## src/rtl/pc_unit.sv

```systemverilog
// Program-counter unit: holds the PC, picks the next fetch address
// (sequential, branch, jump, register jump, exception vector), and keeps a
// small circular return-address stack that checks `jr $ra` targets.
module pc_unit #(
    parameter int          WIDTH        = 32,
    parameter logic [63:0] RESET_VECTOR = 64'h0,
    parameter logic [63:0] EXC_VECTOR   = 64'h0000_0180,
    parameter int          RAS_DEPTH    = 4
) (
    input  logic                           clock,
    input  logic                           reset,
    input  logic                           stall,
    input  logic                           exception,
    input  logic                           branch_taken,
    input  logic [15:0]                    branch_imm,
    input  logic                           jump,
    input  logic [25:0]                    jump_index,
    input  logic                           jump_reg,
    input  logic [WIDTH-1:0]               reg_target,
    input  logic                           link,
    input  logic                           ret,
    output logic [WIDTH-1:0]               pc,
    output logic [WIDTH-1:0]               pc_plus4,
    output logic [WIDTH-1:0]               ras_top,
    output logic [$clog2(RAS_DEPTH):0]     ras_count,
    output logic                           ras_empty,
    output logic                           ras_mispredict,
    output logic                           addr_error
);

    localparam int PTR_W = $clog2(RAS_DEPTH);
    localparam int CNT_W = PTR_W + 1;
    localparam logic [WIDTH-1:0] RESET_PC = RESET_VECTOR[WIDTH-1:0];
    localparam logic [WIDTH-1:0] EXC_PC   = EXC_VECTOR[WIDTH-1:0];
    localparam logic [CNT_W-1:0] CNT_FULL = CNT_W'(RAS_DEPTH);

    logic [WIDTH-1:0] pc_q, pc_d;
    logic [PTR_W-1:0] ras_ptr_q, ras_ptr_d;
    logic [CNT_W-1:0] ras_count_q, ras_count_d;
    logic             mispredict_q, mispredict_d;
    logic             addr_error_q, addr_error_d;
    logic [WIDTH-1:0] ras_mem_q [RAS_DEPTH];

    logic [WIDTH-1:0] branch_target;
    logic [WIDTH-1:0] jump_target;
    logic             reg_misaligned;
    logic             redirect_ok;
    logic             ras_push;
    logic             ras_pop;
    logic [PTR_W-1:0] push_ptr;

    assign pc_plus4      = pc_q + WIDTH'(4);
    assign branch_target = pc_plus4 + {{(WIDTH-18){branch_imm[15]}}, branch_imm, 2'b00};

    // A 28-bit PC has no region bits above the jump index to carry over.
    generate
        if (WIDTH > 28) begin : g_jump_region
            assign jump_target = {pc_plus4[WIDTH-1:28], jump_index, 2'b00};
        end else begin : g_jump_flat
            assign jump_target = {jump_index, 2'b00};
        end
    endgenerate

    assign reg_misaligned = jump_reg && (reg_target[1:0] != 2'b00);
    // RAS only moves on a cycle whose control transfer actually commits.
    assign redirect_ok    = !reset && !stall && !exception && !reg_misaligned;
    assign ras_push       = redirect_ok && (jump || jump_reg) && link;
    assign ras_pop        = redirect_ok && jump_reg && ret && !link;
    assign push_ptr       = ras_ptr_q + PTR_W'(1);

    assign ras_top        = (ras_count_q == '0) ? '0 : ras_mem_q[ras_ptr_q];
    assign ras_count      = ras_count_q;
    assign ras_empty      = (ras_count_q == '0);
    assign pc             = pc_q;
    assign ras_mispredict = mispredict_q;
    assign addr_error     = addr_error_q;

    // Next-PC selection and RAS pointer/count/pulse update.
    always_comb begin
        pc_d         = pc_plus4;
        ras_ptr_d    = ras_ptr_q;
        ras_count_d  = ras_count_q;
        mispredict_d = 1'b0;
        addr_error_d = 1'b0;

        // Stall outranks every transfer except an exception.
        if (exception) begin
            pc_d = EXC_PC;
        end else if (stall) begin
            pc_d = pc_q;
        end else if (reg_misaligned) begin
            pc_d         = EXC_PC;
            addr_error_d = 1'b1;
        end else if (jump_reg) begin
            pc_d = reg_target;
        end else if (jump) begin
            pc_d = jump_target;
        end else if (branch_taken) begin
            pc_d = branch_target;
        end

        if (ras_push) begin
            // When full the pointer wraps onto the oldest entry.
            ras_ptr_d = push_ptr;
            if (ras_count_q != CNT_FULL) begin
                ras_count_d = ras_count_q + CNT_W'(1);
            end
        end else if (ras_pop) begin
            if (ras_count_q == '0) begin
                mispredict_d = 1'b1;
            end else begin
                ras_ptr_d    = ras_ptr_q - PTR_W'(1);
                ras_count_d  = ras_count_q - CNT_W'(1);
                mispredict_d = (reg_target != ras_top);
            end
        end
    end

    // State register with synchronous reset.
    always_ff @(posedge clock) begin
        if (reset) begin
            pc_q         <= RESET_PC;
            ras_ptr_q    <= '0;
            ras_count_q  <= '0;
            mispredict_q <= 1'b0;
            addr_error_q <= 1'b0;
        end else begin
            pc_q         <= pc_d;
            ras_ptr_q    <= ras_ptr_d;
            ras_count_q  <= ras_count_d;
            mispredict_q <= mispredict_d;
            addr_error_q <= addr_error_d;
        end
    end

    // RAS storage write; contents need no reset since ras_count gates reads.
    always_ff @(posedge clock) begin
        if (ras_push) begin
            ras_mem_q[push_ptr] <= pc_plus4;
        end
    end

endmodule

```

## config.mk

```make
export PLATFORM = sky130hd
export DESIGN_NAME = pc_unit
export DESIGN_NICKNAME = d
export VERILOG_FILES = /design/src/rtl/pc_unit.sv
export SDC_FILE = /design/constraint.sdc
export NUM_CORES = 1
export LEC_CHECK = 0
export CELL_PAD_IN_SITES_DETAIL_PLACEMENT = 1
export CELL_PAD_IN_SITES_GLOBAL_PLACEMENT = 1
export CORE_AREA = 5 5 220 115
export CTS_CLUSTER_SIZE = 28
export DETAILED_ROUTE_END_ITERATION = 16
export DIE_AREA = 0 0 225 120
export GPL_TIMING_DRIVEN = 0
export PLACE_DENSITY = 0.85
export SKIP_LAST_GASP = 1
export SLEW_MARGIN = 10
export SYNTH_ARGS = -nofsm -noshare
export SYNTH_HDL_FRONTEND = slang
export SYNTH_SLANG_ARGS = --single-unit
```

## constraint.sdc

```tcl
create_clock -name clock -period 4.5 [get_ports clock]
set_input_delay 1.35 -clock clock [delete_from_list [all_inputs] [get_ports clock]]
set_output_delay 1.35 -clock clock [all_outputs]
set_load 0.01 [all_outputs]
```

# After elaboration in Yosys (flattened, before gate mapping)
# Memory sizes are Yosys's and may differ from the RTL's. A register that Yosys moved wholly into a read port is not among the register bits.
# Cells that the tools add are included.
word_totals:
  inputBits: 83
  reg_bits: 39
  n_memories: 1
  ram_bits: 128
  elab_cells: 62
classes:
  mux: 20
  eq_ne: 5
  addsub: 6
  reduce_logical: 23
  bitwise: 1
memory_table:
  columns: ["memory", "words", "width", "rd", "rd_clocked_by_memory_dff", "write_ports", "line", "text"]
  rows:
  - ["ras_mem_q", 4, 32, 1, 1, 1, "42", "logic [WIDTH-1:0] ras_mem_q [RAS_DEPTH];"]
op_table:
  columns: ["op", "count"]
  rows:
  - ["two-way mux 32 bit", 5]
  - ["adder 32 x 3 -> 32 bit (second input constant)", 1]
  - ["adder 32 bit", 1]
  - ["!= test 32 bit", 1]
  - ["two-way mux 9 bit", 2]
  - ["two-way mux 3 bit", 4]
  - ["two-way mux 2 bit", 5]
  - ["logical AND 1 bit", 9]
  - ["!= test 2 x 1 -> 1 bit (second input constant)", 3]
  - ["OR reduction 3 bit", 2]
  - ["zero test 1 bit", 5]
  - ["two-way mux 1 bit", 4]
  - ["nonzero test 2 bit", 2]
  - ["adder 3 x 1 -> 3 bit (second input constant)", 1]
  - ["zero test 3 bit", 1]
  - ["!= test 3 bit (second input constant)", 1]
  - ["AND reduction 3 bit", 1]
  - ["subtractor 3 x 1 -> 3 bit (second input constant)", 1]
  - ["adder 2 x 1 -> 2 bit (second input constant)", 1]
  - ["AND reduction 2 bit", 1]
  - ["OR reduction 2 bit", 1]
  - ["subtractor 2 x 1 -> 2 bit (second input constant)", 1]
  - ["logical OR 1 bit", 1]
  - ["NOT 1 bit", 1]

# Logic depth before layout (Yosys ltp)
# Gate-level depths: netlist of the first run.
depth:
  word_depth: 11
  depth_mapped: 17
  mapped_depth_nobuf: 15

# Worst setup path after synthesis of the first run
# Ideal clock, no wire load.
synth_path:
  path_type: "register to register"
  from: "register pc_q[2] (netlist: pc[2])"
  to: "register pc_q[31] (netlist: pc[31])"
  slack_ns: 0.776
  stages_incl_launch_ff: 17
  setup_ns: 0.087
  required_ns: 4.413
  arrival_time_ns: 3.637
  path_buffers: 1
  cell_sequence: "dfxtp_1 ha_1 and4_1 or3b_4 nor2b_1 xor2_1 ha_1 clkbuf_1 nand2_1 o21ai_1 nor2_1 a21oi_1 nand2_1 o31a_1 xnor2_1 and3_1 o31ai_1"
synth_via:
  elab_chain_cells: 6
synth_rtl:
  columns: ["element", "line", "text"]
  rows:
  - ["start: declaration", "37", "logic [WIDTH-1:0] pc_q, pc_d;"]
  - ["start signal: assignment", "128", "pc_q <= pc_d;"]
  - ["adder 32 x 3 -> 32 bit", "52", "assign pc_plus4 = pc_q + WIDTH'(4);"]
  - ["via pc_plus4[22]", "23", "output logic [WIDTH-1:0] pc_plus4,"]
  - ["adder 32 bit", "53", "assign branch_target = pc_plus4 + {{(WIDTH-18){branch_imm[15]}}, branch_imm, 2'b00};"]
  - ["two-way mux 32 bit", "98", "end else if (branch_taken) begin"]
  - ["two-way mux 32 bit", "96", "end else if (jump) begin"]
  - ["two-way mux 32 bit", "94", "end else if (jump_reg) begin"]
  - ["two-way mux 32 bit", "91", "end else if (reg_misaligned) begin"]
# The timed path passes the listed nets, and every way through them passes these cells.
# A chain may end at the register's enable or synchronous reset.

# Final worst setup path of the first run
layout_path:
  from: "register pc_q[5] (netlist: pc[5])"
  to: "output port pc_plus4[21]"
layout_via:
  elab_chain_cells: 1
layout_rtl:
  columns: ["element", "line"]
  rows:
  - ["adder 32 x 3 -> 32 bit", "52"]
  - ["end: declaration", "23"]
# Every way passes these cells.

==> flow_metrics.tcl, run 1 <==
set metrics [dict create \
    outcome "complete, no violations" \
    comb_power_share_pct 13.7 \
    final_common_cell "clkdlybuf4s50_1" \
    fin_crit_sh_pct 99.8 \
    worstMarginPinSlew_ps 1010 \
    criticalPathCategory "flip-flop to output pin" \
    routed_wl_microns 39400 \
    cp-end-kind "output pin" \
    fp.dieW_microns 225 \
    setup_tns_ps 0 \
    synth-seq-cells 169 \
    drt_iter0_markers 1095 \
    insertion_delay_ps 450 \
    power.total_mw 3.74 \
    cts-root-buf "clkbuf_16" \
    drc 0 \
    antenna_cells 0 \
    core_area_sq_um 23400 \
    wl_per_cell_microns 28.4 \
    p_seq_share_pct 45.5 \
    clockBufferDepth 2 \
    syn_inst 843 \
    drtPass1Iterations 5 \
    ys_types 80 \
    chipHeight_microns 120 \
    gp_congestion 0.973 \
    relSlewSlack_pct 32.2 \
    setup_viol 0 \
    synthFlopType "edfxtp_1" \
    switching_share_pct 25.7 \
    worst-endpoint-required_ps 3150 \
    grt_pass1_wl_microns 57400 \
    cts.clk_slew.worst_paths_ps 70 \
    cp_slowest_cell "clkdlybuf4s50_1" \
    detailed_place_hpwl_microns 29500 \
    path_max_fanout 8 \
    gr-usage-all-layers_pct 28.8 \
    num-nets-final 1181 \
    syn_to_final_growth_pct 33.7 \
    cp_slowest_stage_delay_ps 540 \
    rsz0062_at_grt "yes" \
    cts-buffers-inserted 17 \
    cts_tree "done" \
    fmax_ghz 0.223 \
    antenna_found_initial 2 \
    netlist_area_sq_um 9610 \
    syn_nets 967 \
    crit_chain "and3_1 > nand3_1 > nor3_4 > buf_4 > nand4_1 > xnor2_4 > buf_12 > clkdlybuf4s50_1" \
    critPathLaunchType "flip-flop" \
    cts_num_sinks 169 \
    finalMaxSlewViolations 0 \
    drive_gt1_share_pct 13.4 \
    io_buffers 180 \
    dieArea_sq_um 27000 \
    fin_area_sq_um 12800 \
    vias_per_cell 6.20 \
    grt_max_degree 27 \
    syn_avg_cell_area_sq_um 11.4 \
    min_path_type "flip-flop to flip-flop" \
    vdd_drop_max_v 0.000248 \
    async_flop_share_pct 0 \
    overflow 0 \
    max_cap_violations 0 \
    yosysWarnings 0 \
    start_util_pct 41.1 \
    fin_crit_ps 4490 \
    synth-edff-count 128 \
    p_switching_mw 0.961 \
    num_vias 8588 \
    power_leakage_nw 4.50 \
    clkPwrFrac_pct 40.8 \
    hold_viol 0 \
    htree_levels 4 \
    ys_seq_area_share_pct 48.6 \
    io_pins 185 \
    final_cell_mix "clkdlybuf4s50_1 (179), edfxtp_1 (128), nand2_1 (76), nor2_1 (56), a21oi_1 (52)" \
    ant_nets 0 \
    worstPathArrival_ps 3140 \
    power_density_nw_per_um2 291 \
    grt_pass1_vias 8674 \
    rows 40 \
    power.internal_mw 2.78 \
    skew_ps 11.7 \
    place_area_sq_um 11900 \
]
-- final cells by class --
class                           count  area, sq um
Timing Repair Buffer              196         1990
Clock buffer                       19          433
Clock inverter                     13          168
Inverter                           29          109
Buffer                             32          146
Tap cell                          315          394
Sequential cell                   169         4680
Fill cell                        2447        10500
Multi-Input combinational cell    612         4930
-- cell usage after synthesis (3+ instances only) --
cell type,n,area share [%]
a21oi_1,52,2.7
nand3_1,20,1.0
a21o_1,7,0.55
nor2_1,58,2.3
ha_1,39,5.1
a221o_1,4,0.42
nor3_1,9,0.47
a211oi_1,5,0.39
nand2b_1,5,0.33
o31a_1,3,0.27
o21a_1,6,0.47
buf_1,3,0.12
inv_1,26,1.0
buf_2,6,0.31
o221ai_1,7,0.64
xnor2_1,60,5.5
o21ai_0,20,1.0
and4_1,5,0.46
clkbuf_1,19,0.74
o211ai_1,11,0.86
mux2i_1,6,0.63
o22ai_1,7,0.46
mux4_2,32,7.5
a22oi_1,11,0.86
xor2_1,19,1.7
edfxtp_1,128,40
and3_1,10,0.65
a31oi_1,3,0.20
nand4_1,14,0.91
o211a_1,6,0.63
and2_1,33,2.1
nand2_1,76,3.0
o21bai_1,6,0.47
o21ai_1,19,0.99
buf_4,5,0.39
nor2b_1,6,0.39
a32oi_1,3,0.27
dfxtp_1,41,8.5
-- logic make-up (layout without fill, tap and decap cells) --
kind of cell               Yosys count  count (layout)  share of synthesized area (%)
and+or+nand+nor                    254             254                           13.3
AOI/OAI and AO/OA                  198             198                           14.2
DFF                                169             169                           48.6
xor gates and xnor gates            81              81                           7.54
buffers and inverters               62             289                           2.70
adders and majority gates           41              41                           5.50
muxes                               38              38                           8.13
-- flip-flops by register name, summed over array words and instances, names as in the netlist, named ones only --
| signal | cells |
|---|---|
| ras_mem_q | 128 |
| pc | 32 |
| ras_count | 3 |
| ras_ptr_q | 2 |
| addr_error | 1 |
| ras_mispredict | 1 |
-- metal layers --
| metal | vias to the layer above | track usage [%] | share of wire, % |
|---|---|---|---|
| li1 | 3612 | - | - |
| met1 | 4328 | 40.7 | 42 |
| met2 | 550 | 43.5 | 44 |
| met3 | 94 | 8.53 | 11 |
| met4 | 4 | 7.68 | 2.6 |
| met5 | - | 0 | 0.061 |
-- path summary, 6_finish.rpt --
path	start	endpoint	slack, ps	cells after the start
max	pc[5]	pc_plus4[21]	9	8
min	pc[11]	pc[11]	530	2
max reg2reg	pc[5]	pc[28]	100	13
min reg2reg	pc[11]	pc[11]	530	2
-- stage by stage --
| stage | std cells | hold slack, ps | setup WS [ps] | utilization (%) |
|---|---|---|---|---|
| global route | 1385 | 563 | -104 | 55.0 |
| detailed placement | 1342 | 489 | -275 | 50.9 |
| global placement | 1338 | 490 | -541 | 50.5 |
| finish | 1385 | 527 | 9.03 | 55.0 |
| CTS | 1379 | 538 | -40.4 | 54.4 |
| floorplan | 843 | 494 | 776 | - |
-- power by group through the flow --
| stage | clock (mW) | sequential (mW) | combinational, mW |
|---|---|---|---|
| after floorplan | 0 | 1.73 | 0.243 |
| after global placement | 0 | 1.73 | 0.469 |
| after detailed placement | 0 | 1.73 | 0.482 |
| after CTS | 1.53 | 1.70 | 0.491 |
| after global routing | 1.61 | 1.70 | 0.539 |
| final | 1.52 | 1.70 | 0.513 |
-- critical path: cells and delay by family, from the launching register on --
family	cells	cell delay (ps)
simple gates	4	1100
xor+xnor	1	270
buf+inv	3	880
flops	1	450
-- timing repair --
| item | CTS | global route |
|---|---|---|
| hold buffers | 0 | 0 |
| gates cloned | 0 | 0 |
| buffers inserted | 6 | 6 |
| setup endpoints to repair | 21 | 25 |
| resized for setup | 26 | 18 |
| pin swaps | 5 | 2 |
Note: power is estimated with default switching activity, not from simulation.
==> inputs of run 2 (changes only) <==
--- a/config.mk
+++ b/config.mk
@@ -14,7 +14,7 @@
 export GPL_TIMING_DRIVEN = 0
 export PLACE_DENSITY = 0.85
 export SKIP_LAST_GASP = 1
-export SLEW_MARGIN = 10
+export SLEW_MARGIN = 15
 export SYNTH_ARGS = -nofsm -noshare
 export SYNTH_HDL_FRONTEND = slang
 export SYNTH_SLANG_ARGS = --single-unit
==> results of run 2 <==
No change in the layout: final DEF, timing and power equal those of run 1.
==> inputs of run 3 (changes only) <==
--- a/config.mk
+++ b/config.mk
@@ -7,10 +7,10 @@
 export LEC_CHECK = 0
 export CELL_PAD_IN_SITES_DETAIL_PLACEMENT = 1
 export CELL_PAD_IN_SITES_GLOBAL_PLACEMENT = 1
-export CORE_AREA = 5 5 220 115
+export CORE_AREA = 2 2 217 112
 export CTS_CLUSTER_SIZE = 28
 export DETAILED_ROUTE_END_ITERATION = 16
-export DIE_AREA = 0 0 225 120
+export DIE_AREA = 0 0 219 114
 export GPL_TIMING_DRIVEN = 0
 export PLACE_DENSITY = 0.85
 export SKIP_LAST_GASP = 1
==> run 3 against run 2 <==
The run now ends with negative setup slack left. Worst hold slack gained 2.2 ps. Power decreased by 2.6%. Maximum frequency down 2.9%. Sequential power about the same. Worst setup slack worse by 140 ps. Register-to-register slack got worse by 40 ps. Critical path type unchanged. Highest routed layer unchanged.
==> flow_metrics.tcl, run 3 (synthesized netlist as in run 1, its figures left out) <==
set metrics [dict create \
    outcome "finished, violations left" \
    failed_checks "negative setup slack" \
    cts-buffers-inserted 17 \
    grt_pass1_wl_microns 55500 \
    finalMaxSlewViolations 0 \
    overflow 0 \
    fin_crit_sh_pct 103 \
    vdd_drop_max_v 0.000240 \
    antenna_cells 0 \
    fp.dieW_microns 219 \
    antenna_found_initial 1 \
    cts-root-buf "clkbuf_16" \
    drt-met1-wl_microns 16300 \
    highest_layer "met5" \
    num_vias 8566 \
    critPathLaunchType "flip-flop" \
    place_area_sq_um 11900 \
    worst-endpoint-required_ps 3150 \
    detailed_place_hpwl_microns 28600 \
    io_pins 185 \
    drtPass1Iterations 5 \
    routed_wl_microns 38900 \
    drc 0 \
    drive_gt1_share_pct 13.4 \
    critPathLaunch "pc[13]" \
    timing.rr.end "pc[30]" \
    num-nets-final 1180 \
    skew_ps 10.6 \
    setup_viol 1 \
    rows 40 \
    fin_crit_ps 4630 \
    holdBufCountCts 0 \
    final_cell_mix "clkdlybuf4s50_1 (179), edfxtp_1 (128), nand2_1 (76), nor2_1 (56), xnor2_1 (53)" \
    met2_length_microns 17000 \
    setup_tns_ps -127 \
    insertion_delay_ps 460 \
    final_common_cell "clkdlybuf4s50_1" \
    gr-usage-all-layers_pct 31.1 \
    power_density_nw_per_um2 286 \
    core_area_sq_um 23300 \
    r2r_cells 15 \
    ant_nets 0 \
    multiInputGateArea_sq_um 4900 \
    path_max_fanout 5 \
    grt_max_degree 24 \
    hold_viol 0 \
    fmax_ghz 0.216 \
    criticalPathCategory "flip-flop to output pin" \
    gp_congestion 0.961 \
    wl_met3_microns 4300 \
    register_area_sq_um 4680 \
    pre_cts_slack_ps -266 \
    clockBufferDepth 2 \
    cts_tree "done" \
    io_buffers 180 \
    fin_util_pct 54.7 \
    top_register "ras_mem_q" \
    relSlewSlack_pct 28.7 \
    rsz0062_at_grt "yes" \
    htree_levels 4 \
    wl_per_cell_microns 28.1 \
    syn_to_final_growth_pct 32.8 \
    min_path_type "flip-flop to flip-flop" \
    power_leakage_nw 4.46 \
    cp-end-kind "output pin" \
    largest_reg_flops 128 \
    cts_num_sinks 169 \
    rrSetupSlack_ps 60 \
    dieArea_sq_um 25000 \
    power.total_mw 3.64 \
    cts.clk_slew.worst_paths_ps 70 \
    max_cap_violations 0 \
    vias_per_cell 6.19 \
    start_util_pct 41.2 \
    worstPathArrival_ps 3280 \
    chipHeight_microns 114 \
    worst_slack_ps -127 \
    grt_pass1_vias 8553 \
    fin_area_sq_um 12800 \
    reg2reg_from "pc[13]" \
    fillers 2459 \
    drt_iter0_markers 1065 \
    crit_path_end "pc_plus4[28]" \
    worstMarginPinSlew_ps 1060 \
]
==> run 3: cell types whose count changed in the layout (fill, tap and decap cells not counted), sizes merged <==
cell / delta
inv: +1
bufinv: -3
clkbuf: +2
buf: -1
==> run 3: worst min path at each step <==
stage	from	cells after the start	end
floorplan	pc[21]	2	pc[21]
global placement	pc[23]	2	pc[23]
detailed placement	pc[23]	2	pc[23]
CTS	pc[11]	2	pc[11]
global route	pc[11]	2	pc[11]
finish	pc[11]	2	pc[11]
==> run 3: what timing repair did <==
action                     in CTS  in global routing
resized for setup              26                 14
gates cloned                    0                  0
setup buffers                   7                  4
pin swaps                       5                  4
setup endpoints to repair      23                 18
==> run 3: power by group <==
group | internal, mW | total (mW) | leakage [nW] | switching (mW)
Combinational | 0.218 | 0.508 | 2.72 | 0.290
Clock | 0.758 | 1.43 | 0.277 | 0.674
Sequential | 1.68 | 1.70 | 1.46 | 0.0223
Total | 2.66 | 3.64 | 4.46 | 0.986
==> run 3: per-stage QoR <==
stage,instances,hold slack [ps]
floorplan,843,494
detailed placement,1342,494
finish,1384,530
global placement,1338,486
CTS,1380,527
global route,1384,532
==> run 3: critical path: stages (launching register included) <==
cell	delay [ps]
dfxtp_1	450
and4_2	340
nand4_4	140
or3b_4	470
nor2b_4	220
nand3_1	290
xnor2_4	310
clkdlybuf4s50_1	570
==> run 3: final cells by class <==
| type | instances | share of cell area [%] |
|---|---|---|
| Buffer | 32 | 1.15 |
| Clock buffer | 21 | 3.69 |
| Clock inverter | 11 | 0.677 |
| Inverter | 29 | 0.853 |
| Multi-Input combinational cell | 612 | 38.4 |
| Sequential cell | 169 | 36.7 |
| Tap cell | 315 | 3.09 |
| Timing Repair Buffer | 195 | 15.5 |
==> run 3: per-layer routing <==
metal / global-route usage, % / vias up
met5: 0 / -
met4: 10.0 / 2
met3: 8.91 / 101
met2: 46.3 / 541
met1: 43.9 / 4312
li1: - / 3610
